[config.mk]
export PLATFORM = sky130hd
export DESIGN_NAME = stage_decision_unit
export DESIGN_NICKNAME = d
export VERILOG_FILES = /design/src/rtl/stage_decision_unit.sv
export SDC_FILE = /design/constraint.sdc
export NUM_CORES = 1
export LEC_CHECK = 0
export ABC_CLOCK_PERIOD_IN_PS = 8100
export CAP_MARGIN = 10
export CORE_UTILIZATION = 56
export DETAILED_ROUTE_END_ITERATION = 12
export PLACE_DENSITY = 0.81
export SLEW_MARGIN = 20
export SYNTH_ARGS = -nofsm -noshare
export SYNTH_HDL_FRONTEND = slang
export SYNTH_SLANG_ARGS = --single-unit
[constraint.sdc]
create_clock -name clk -period 8.1 [get_ports clk]
set_input_delay 1.62 -clock clk [delete_from_list [all_inputs] [get_ports clk]]
set_output_delay 1.62 -clock clk [all_outputs]
set_load 0.005 [all_outputs]
[src/rtl/stage_decision_unit.sv]
// stage_decision_unit
// Cascade stage evaluator: accumulates weak-classifier votes per stage,
// compares each stage sum against the looked-up stage threshold and
// reports one face/no-face verdict per detection window.
// Build option: define STAGE_EARLY_REJECT_EN to end a window at its first
// failing stage; otherwise every stage is evaluated and the first failing
// stage is latched.
module stage_decision_unit #(
  parameter int NUM_STAGES = 22,
  parameter int VOTE_W     = 16,
  parameter int ACC_W      = 24,
  parameter int IDX_W      = $clog2(NUM_STAGES + 1)
) (
  input  logic              clk,
  input  logic              reset_n,
  input  logic              win_start,
  input  logic              vote_valid,
  output logic              vote_ready,
  input  logic [VOTE_W-1:0] vote_data,
  input  logic              vote_last,
  output logic [IDX_W-1:0]  stage_idx,
  input  logic [VOTE_W-1:0] stage_thresh,
  output logic              result_valid,
  output logic              result_face,
  output logic [IDX_W-1:0]  result_stage,
  output logic              busy
);

  typedef enum logic [1:0] {
    IDLE    = 2'd0,
    ACCUM   = 2'd1,
    COMPARE = 2'd2,
    DONE    = 2'd3
  } state_t;

  localparam logic signed [ACC_W-1:0] ACC_MAX = {1'b0, {(ACC_W-1){1'b1}}};
  localparam logic signed [ACC_W-1:0] ACC_MIN = {1'b1, {(ACC_W-1){1'b0}}};
  localparam logic [IDX_W-1:0]        LAST_STAGE = IDX_W'(NUM_STAGES - 1);
  localparam logic [IDX_W-1:0]        ALL_PASSED = IDX_W'(NUM_STAGES);

  state_t                   state_q, state_d;
  logic signed [ACC_W-1:0]  acc_q, acc_d;
  logic [IDX_W-1:0]         stage_q, stage_d;
  logic                     face_q, face_d;
  logic [IDX_W-1:0]         rstage_q, rstage_d;

  logic signed [ACC_W:0]    sum_wide;
  logic signed [ACC_W-1:0]  acc_sat;
  logic signed [ACC_W-1:0]  thresh_ext;
  logic                     stage_pass;
  logic                     last_stage;

`ifndef STAGE_EARLY_REJECT_EN
  logic                     fail_q, fail_d;
  logic [IDX_W-1:0]         fstage_q, fstage_d;
  logic                     fail_now;
  logic [IDX_W-1:0]         first_fail;
`endif

  // Saturating accumulate: one guard bit detects overflow, result clamps
  always_comb begin
    sum_wide = {acc_q[ACC_W-1], acc_q}
             + {{(ACC_W+1-VOTE_W){vote_data[VOTE_W-1]}}, vote_data};
    acc_sat  = sum_wide[ACC_W-1:0];
    if (sum_wide[ACC_W] != sum_wide[ACC_W-1]) begin
      acc_sat = sum_wide[ACC_W] ? ACC_MIN : ACC_MAX;
    end
  end

  // Stage comparison against the sign-extended threshold; equality passes
  always_comb begin
    thresh_ext = {{(ACC_W-VOTE_W){stage_thresh[VOTE_W-1]}}, stage_thresh};
    stage_pass = (acc_q >= thresh_ext);
    last_stage = (stage_q == LAST_STAGE);
  end

`ifndef STAGE_EARLY_REJECT_EN
  // Merge the current stage outcome with any earlier failure
  always_comb begin
    fail_now   = fail_q | ~stage_pass;
    first_fail = fail_q ? fstage_q : stage_q;
  end
`endif

  // Next-state and datapath control
  always_comb begin
    state_d  = state_q;
    acc_d    = acc_q;
    stage_d  = stage_q;
    face_d   = face_q;
    rstage_d = rstage_q;
`ifndef STAGE_EARLY_REJECT_EN
    fail_d   = fail_q;
    fstage_d = fstage_q;
`endif
    if (win_start) begin
      // win_start wins over any vote transfer or compare in the same cycle
      state_d = ACCUM;
      acc_d   = '0;
      stage_d = '0;
`ifndef STAGE_EARLY_REJECT_EN
      fail_d   = 1'b0;
      fstage_d = '0;
`endif
    end else begin
      case (state_q)
        IDLE: begin
          state_d = IDLE;
        end
        ACCUM: begin
          if (vote_valid) begin
            acc_d = acc_sat;
            if (vote_last) begin
              state_d = COMPARE;
            end
          end
        end
        COMPARE: begin
`ifdef STAGE_EARLY_REJECT_EN
          if (!stage_pass) begin
            state_d  = DONE;
            face_d   = 1'b0;
            rstage_d = stage_q;
          end else if (last_stage) begin
            state_d  = DONE;
            face_d   = 1'b1;
            rstage_d = ALL_PASSED;
          end else begin
            state_d = ACCUM;
            stage_d = stage_q + IDX_W'(1);
            acc_d   = '0;
          end
`else
          // A failing stage is only recorded; the cascade carries on
          if (!stage_pass && !fail_q) begin
            fail_d   = 1'b1;
            fstage_d = stage_q;
          end
          if (last_stage) begin
            state_d  = DONE;
            face_d   = ~fail_now;
            rstage_d = fail_now ? first_fail : ALL_PASSED;
          end else begin
            state_d = ACCUM;
            stage_d = stage_q + IDX_W'(1);
            acc_d   = '0;
          end
`endif
        end
        DONE: begin
          state_d = IDLE;
        end
        default: begin
          state_d = IDLE;
        end
      endcase
    end
  end

  // State and datapath registers
  always_ff @(posedge clk or negedge reset_n) begin
    if (!reset_n) begin
      state_q  <= IDLE;
      acc_q    <= '0;
      stage_q  <= '0;
      face_q   <= 1'b0;
      rstage_q <= '0;
    end else begin
      state_q  <= state_d;
      acc_q    <= acc_d;
      stage_q  <= stage_d;
      face_q   <= face_d;
      rstage_q <= rstage_d;
    end
  end

`ifndef STAGE_EARLY_REJECT_EN
  // First-failure tracking registers
  always_ff @(posedge clk or negedge reset_n) begin
    if (!reset_n) begin
      fail_q   <= 1'b0;
      fstage_q <= '0;
    end else begin
      fail_q   <= fail_d;
      fstage_q <= fstage_d;
    end
  end
`endif

  // Outputs decoded from registered state
  always_comb begin
    vote_ready   = (state_q == ACCUM);
    result_valid = (state_q == DONE);
    busy         = (state_q != IDLE);
    stage_idx    = stage_q;
    result_face  = face_q;
    result_stage = rstage_q;
  end

endmodule

# Word level (Yosys, flattened, before mapping)
# Index checks and enable logic that the tools add are counted.
[totals] reg_bits=43 latch_bits=0 ram_bits=0 rom_bits=0 inputBits=37 out_inout_bits=14 word_cells=59 mem_count=0
[op_classes] addsub=2 multipliers=0 div=0 n_lt_le_gt_ge=1 eq_ne=9 shift=0 n_mux=22 n_bitwise=4 reduce_logical=14
[ops] operator="$mux 24" n=5
[ops] operator="$pmux 24 s2" n=1
[ops] operator="$mux 5" n=8
[ops] operator="$add 24x16->25" n=1
[ops] operator="$ge 24x16->1" n=1
[ops] operator="$mux 2" n=4
[ops] operator="$ne 3x3->1 const B" n=2
[ops] operator="$pmux 2 s3" n=1
[ops] operator="$reduce_and 2->1" n=3
[ops] operator="$reduce_and 3->1" n=2
[ops] operator="$reduce_bool 2->1" n=3
[ops] operator="$add 5x1->5 const B" n=1
[ops] operator="$eq 5x5->1 const B" n=1
[ops] operator="$eq 2x2->1 const B" n=2
[ops] operator="$mux 1" n=3
[ops] operator="$ne 3x2->1 const B" n=1
[ops] operator="$not 1->1" n=3
[ops] operator="$reduce_bool 3->1" n=1
[ops] operator="$eq 2x1->1 const B" n=1
[ops] operator="$logic_not 1->1" n=2
[ops] operator="$logic_not 2->1" n=1
[ops] operator="$ne 2x2->1 const B" n=1
[ops] operator="$reduce_or 2->1" n=1
[ops] operator="$logic_and 1x1->1" n=1
[ops] operator="other kinds (2)" n=2

# Depth between registers and ports, before layout
[logic_depth] word_depth=6 mapped_depth=11 mapped_depth_nobuf=10

# Worst setup path after synthesis
# No wires, ideal clock.
[synth_timing] path_type="input -> register" start="input port vote_data[0]" end="register acc_q[10]" setup_ns=0.129 t_arrival_ns=3.787 t_required_ns=7.971 slack_ns=4.184 stages=11 path_buffers=1 path_cell_list="ha_1 > fa_1 > a21oi_1 > o2111a_1 > o211ai_1 > a21oi_1 > o21ai_0 > o21ai_1 > xor2_2 > buf_6 > a22oi_2"
[synth_via] elab_chain_len=6 elab_cells_between_ends=7 cone_classes="add/sub: 1; eq/ne: 1; mux: 5"
[synth_lines] element="from (decl)" line_no="19" source="input logic [VOTE_W-1:0] vote_data,"
[synth_lines] element="$add 24x16->25 *" line_no="63" source="+ {{(ACC_W+1-VOTE_W){vote_data[VOTE_W-1]}}, vote_data};"
[synth_lines] element="$mux 24 / $ne 1x1->1 (equally long branches)" line_no="66, 65"
[synth_lines] element="$mux 24 *" line_no="65" source="if (sum_wide[ACC_W] != sum_wide[ACC_W-1]) begin"
[synth_lines] element="$mux 24 *" line_no="111" source="if (vote_valid) begin"
[synth_lines] element="$pmux 24 s2 *" line_no="106" source="case (state_q)"
[synth_lines] element="$mux 24 *" line_no="96" source="if (win_start) begin"
[synth_lines] element="to (signal assigned)" line_no="164" source="acc_q <= '0;"
[synth_lines] element="to (signal assigned)" line_no="170" source="acc_q <= acc_d;"
[synth_lines] element="to (decl)" line_no="42" source="logic signed [ACC_W-1:0] acc_q, acc_d;"
# Every way passes the cells marked *; elsewhere a longest branch is shown, timed or not. The select of a mux whose other input is x is not followed.
# A chain may end at the register's enable or synchronous reset.

# Worst setup path in the final report
[layout_timing] start="input port vote_data[0]" end="register acc_q[0]"
# Same word-level chain as after synthesis.

==> impl_metrics.toml <==
[status]
status = "complete, no violations"

[global_routing]
antenna_found_initial = 0
grtUsageTotal_pct = 26.29
grt_use_met1_pct = 31.76
grt_max_degree = 46
grt_pass1_vias = 3506
grt_overflow = 0
met3_usage_pct = 3.143
grtUsageMet2_pct = 48.25
grt_pass1_wl_mm = 15.77
grt.busiest_layer = "met2"

[critical_path]
worstSetupStartpointType = "input pin"
critPathKind = "in2reg"
critPathRequiredTime_ps = 8270
end_kind = "register"
worst-path-max-fanout = 23
cp.arrival_ps = 4650

[sta]
setup_viol = 0
slew_violations = 0
min_period_ps = 4484
rsz0062_at_grt = "no"
hold_violations = 0
timing.fmax_mhz = 223.0
period_share_pct = 55.36
finalSetupTns_ps = 0
worst_slack_ps = 3616
slew_headroom_pct = 36.61
tightest_slew_ps = 950.8
fin_skew_ps = 5.122

[synth]
ys.flop_type = "dfrtp_1"
yosys-top-cells-area = "dfrtp_1, ha_1, a21oi_1"
synthArstFlopShare_pct = 100.0
syn_inst = 449
ys_seq_area_share_pct = 26.73
synth-seq-cells = 43
synth.distinct_cells = 60
yosysMostFrequentCell = "a21oi_1"
yosys.area.top_type = "dfrtp_1"
syn_avg_cell_area_um2 = 8.965
syn_area_um2 = 4025
synthDominantCellAreaShare_pct = 26.73
synth_edf_count = 0
synth_warnings = 0
synth_fp_nets = 541
synthTopCellsByCount = "a21oi_1, ha_1, nand2_1"

[power_and_ir_drop]
intPower_uw = 594.1
netSwitchingFraction_pct = 45.58
combPwrFrac_pct = 58.5
fin_total_pwr_mw = 1.092
clockPowerShare_pct = 13.0
ir_worst_vdd_v = 0.0001117
p_leak_nw = 2.180
p_sw_uw = 497.7
power_density_nw_per_um2 = 234.5
sequentialPowerShare_pct = 28.5

[cts]
cts_htree_levels = 2
ctsResizeCount = 0
clkTransAtPathRegs_ps = 90
clockBufferDepth = 2
insertion_delay_ps = 300
clockRootBuffer = "clkbuf_8"
cts_tree = "done"
ctsHoldBuffers = 0
cts-buffers-inserted = 5
clock-sinks = 43
post_cts_buffers = 0

[floorplanning]
rows = 30
ios = 51
dieArea_um2 = 7531
start_util_pct = 58.60
dieWidth_um = 86.78
die_y_um = 86.78
coreArea_um2 = 6869

[flow_run]
maxCapViolCount = 0

[route]
viasPerCell = 5.971
remaining_drc_errors = 0
drt-initial-drc-count = 116
ant_nets = 0
drt_wl_total_mm = 9.261
drt-wirelength-per-cell_um = 15.67
dr.pass1.iters = 4
num_vias = 3529

[layout]
drive_gt1_share_pct = 8.889
syn_to_final_growth_pct = 15.70
diodes = 0
final_util_pct = 67.80
fin_cells = 591
nNetsFinal = 586

[place]
dp_hpwl_mm = 7.118
place_inst = 583
pre_cts_ws_ps = 3335
gp_congestion = 0.8459
port_buffers = 50

[worst_hold_path]
hp-class = "reg2reg"
## power by group through the flow
stage          Clock, mW  Combinational (mW)  Sequential, mW
6_report           0.142               0.639           0.312
5_1_grt            0.151               0.708           0.319
4_1_cts            0.143               0.638           0.312
3_5_place_dp           0               0.633           0.316
3_3_place_gp           0               0.612           0.315
2_1_floorplan          0               0.502           0.297
## cells in the final DEF, fill, tap and decap left out, types with 2 or more instances in the layout
master | synthesis | final
nand4_1 | 10 | 10
o21ai_1 | 3 | 3
clkinvlp_4 | 0 | 2
a21oi_1 | 57 | 57
nand3b_1 | 2 | 2
clkdlybuf4s50_1 | 0 | 49
inv_1 | 32 | 32
nand2b_1 | 14 | 14
ha_1 | 54 | 54
and3_1 | 2 | 2
clkbuf_8 | 0 | 5
o21a_1 | 3 | 3
a21o_1 | 21 | 21
nand2_1 | 51 | 51
nor2b_1 | 4 | 4
a22oi_1 | 4 | 4
xnor2_1 | 11 | 11
o21ai_0 | 18 | 18
nand3_1 | 6 | 6
o211ai_1 | 6 | 6
a22oi_2 | 21 | 21
xor2_1 | 7 | 7
nor3_1 | 4 | 4
o31ai_1 | 4 | 4
dfrtp_1 | 43 | 43
buf_4 | 0 | 2
a211oi_1 | 4 | 4
nor2_1 | 8 | 8
or3_1 | 3 | 3
and2_1 | 3 | 3
a31oi_1 | 3 | 3
mux2i_1 | 5 | 5
o311a_1 | 3 | 3
or2_2 | 2 | 2
## logic make-up after synthesis
logic type	after synthesis	share of synthesized area (%)
compound gates	166	30.68
xor+xnor	19	4.321
fa+ha+maj	55	17.28
buf+inv	46	5.253
flops	43	26.73
mux	6	1.616
simple gates	114	14.11
## through the flow
| step | cell area (um2) | hold slack, ps |
|---|---|---|
| 3_5_place_dp | 4564 | 466.0 |
| 4_1_cts | 4657 | 486.5 |
| 2_1_floorplan | 4025 | 462.8 |
| 3_3_place_gp | 4564 | 463.7 |
| 5_1_grt | 4657 | 513.3 |
| 6_report | 4657 | 482.0 |
## per-layer routing
metal / vias up / part of all wire [%]
met5: - / 0
met4: 0 / 1.8
li1: 1748 / -
met2: 93 / 51
met1: 1670 / 43
met3: 18 / 3.6
## worst paths after layout
kind / startpoint / to / slack [ps] / cells after the start
worst max-delay path: vote_data[0] / acc_q[0]$_DFFE_PN0P_ / 3620 / 12
worst min-delay path: result_stage[2]$_DFFE_PN0P_ / result_stage[2]$_DFFE_PN0P_ / 480 / 2
worst max register to register: acc_q[0]$_DFFE_PN0P_ / acc_q[0]$_DFFE_PN0P_ / 4920 / 11
worst min register to register: result_stage[2]$_DFFE_PN0P_ / result_stage[2]$_DFFE_PN0P_ / 480 / 2
max in group asynchronous: reset_n / acc_q[8]$_DFFE_PN0P_ / 6050 / 1
min in group asynchronous: reset_n / fstage_q[4]$_DFFE_PN0P_ / 1450 / 1
## critical path: stages
cell and delay (ps):
clkdlybuf4s50_1 410, ha_1 240, fa_1 410, a21oi_1 250
o2111a_1 310, o211ai_1 130, a21oi_1 370, o21ai_0 130
o21ai_1 150, xor2_2 140, buf_4 350, a22oi_1 120
## final cells by class
cell class              instances  area [um2]
clock buffers                   5       68.82
multi-input cells             360        2738
repair buffers                 52       510.5
inverters                      32       120.1
well taps                      96       120.1
fillers                       576        2212
clock inverters                 3       23.77
flip-flops and latches         43        1076
## registers in the layout (all words and copies together) (netlist names)
signal and flops:
acc_q 24, state_q 2, result_stage 5, result_face 1
fail_q 1, stage_idx 5, fstage_q 5
No activity file was read; power rests on OpenSTA's default activity.
==> edit (same flow settings) <==
Set the parameter `ACC_W` to 28 (it was 24).
--- a/src/rtl/stage_decision_unit.sv
+++ b/src/rtl/stage_decision_unit.sv
@@ -8,7 +8,7 @@
 module stage_decision_unit #(
   parameter int NUM_STAGES = 22,
   parameter int VOTE_W     = 16,
-  parameter int ACC_W      = 24,
+  parameter int ACC_W      = 28,
   parameter int IDX_W      = $clog2(NUM_STAGES + 1)
 ) (
   input  logic              clk,
Formal check against the unedited RTL: same outputs for any inputs over 10 cycles, from zero or initial values and one cycle with reset_n low; that may be too few to reach the edited logic, so the function may still have changed.
==> edit against the unedited design <==
Routed wire length increased by 9.3%; area after synthesis up 9.9%; synthesized cell count is 11% higher; worst setup slack got worse by 0.074 ns; cell area up 8.8%; power up 36%; sequential cell count up 4; non-clock buffer count decreased by 2; largest power group unchanged.
==> edit: results (changes against the unedited design) <==
stage;metric;value;unit;change
sta;Worst-Margin Slew;0.7819;ns;-0.1689 ns
global_route;vias in the first global route;3911;;+12%
synthesis;Synth Area in XOR/XNOR;5.150;%;+0.83 points
global_route;GRT Overall Usage;26.08;%;-0.21 points
setup_path;crit-path max FO;27;;+17%
final_layout;Final clock-cell share;2.271;%;+0.28 points
placed_design;global placement routability congestion;0.9060;;+7.1%
placed_design;DP HPWL;7550;µm;+6.1%
synthesis;compound-gate portion of the synthesized area;25.81;%;-4.9 points
sta;Setup Skew;0.01272;ns;+0.007600 ns
global_route;GR Layer Usage met3;3.620;%;+0.48 points
global_route;first-pass GRT wire length;17580;µm;+11%
final_layout;share of cells above drive strength 1;8.720;%;-0.17 points
setup_path;Critical Path AT;4.77;ns;+0.12 ns
setup_path;launch point of the worst path;vote_data[15];;
setup_path;Largest stage delay, worst path;0.71;ns;+0.30 ns
final_layout;count of multi-input gates;404;;+12%
run_status;outcome;completed;;
final_layout;FILL cells;623;;+8.2%
final_layout;footprint of the multi-input gates;3039;µm²;+11%
route;M1 wire length;4520;µm;+12%
route;detailed-route via count;3825;;+8.4%
final_layout;number of non-clock buffers in the layout;50;;-3.8%
placed_design;Setup Slack @ Placement;3.257;ns;-0.07791 ns
setup_path;delay-heaviest family, CP;simple AND/OR/NAND/NOR gates;;
synthesis;syn_nets;599;;+11%
-- edit: cell count changes after synthesis, moves of 6 or more --
cell and delta:
o21ai_1 +8, a22oi_2 -21, nand2_1 +11, o21ai_0 +6
ha_1 +8, o211ai_2 +17, nor2_1 +15, a21oi_1 -14
-- edit: per-stage QoR --
| step | hold WS, ns | cell area, µm² | total power, mW | instances |
|---|---|---|---|---|
| 6_report | 0.4870 | 5069 | 1.484 | 641 |
| 5_1_grt | 0.5286 | 5069 | 1.612 | 641 |
| 4_1_cts | 0.4906 | 5059 | 1.479 | 641 |
| 3_5_place_dp | 0.4627 | 4943 | 1.288 | 633 |
| 3_3_place_gp | 0.4587 | 4943 | 1.247 | 633 |
| 2_1_floorplan | 0.4628 | 4422 | 1.076 | 499 |
-- edit: power by group through the flow --
stage	clock network, mW	logic [mW]	registers, mW
floorplan	0	0.723	0.353
finish	0.184	0.925	0.375
CTS	0.187	0.918	0.373
detailed placement	0	0.909	0.378
global route	0.196	1.03	0.384
global placement	0	0.874	0.373
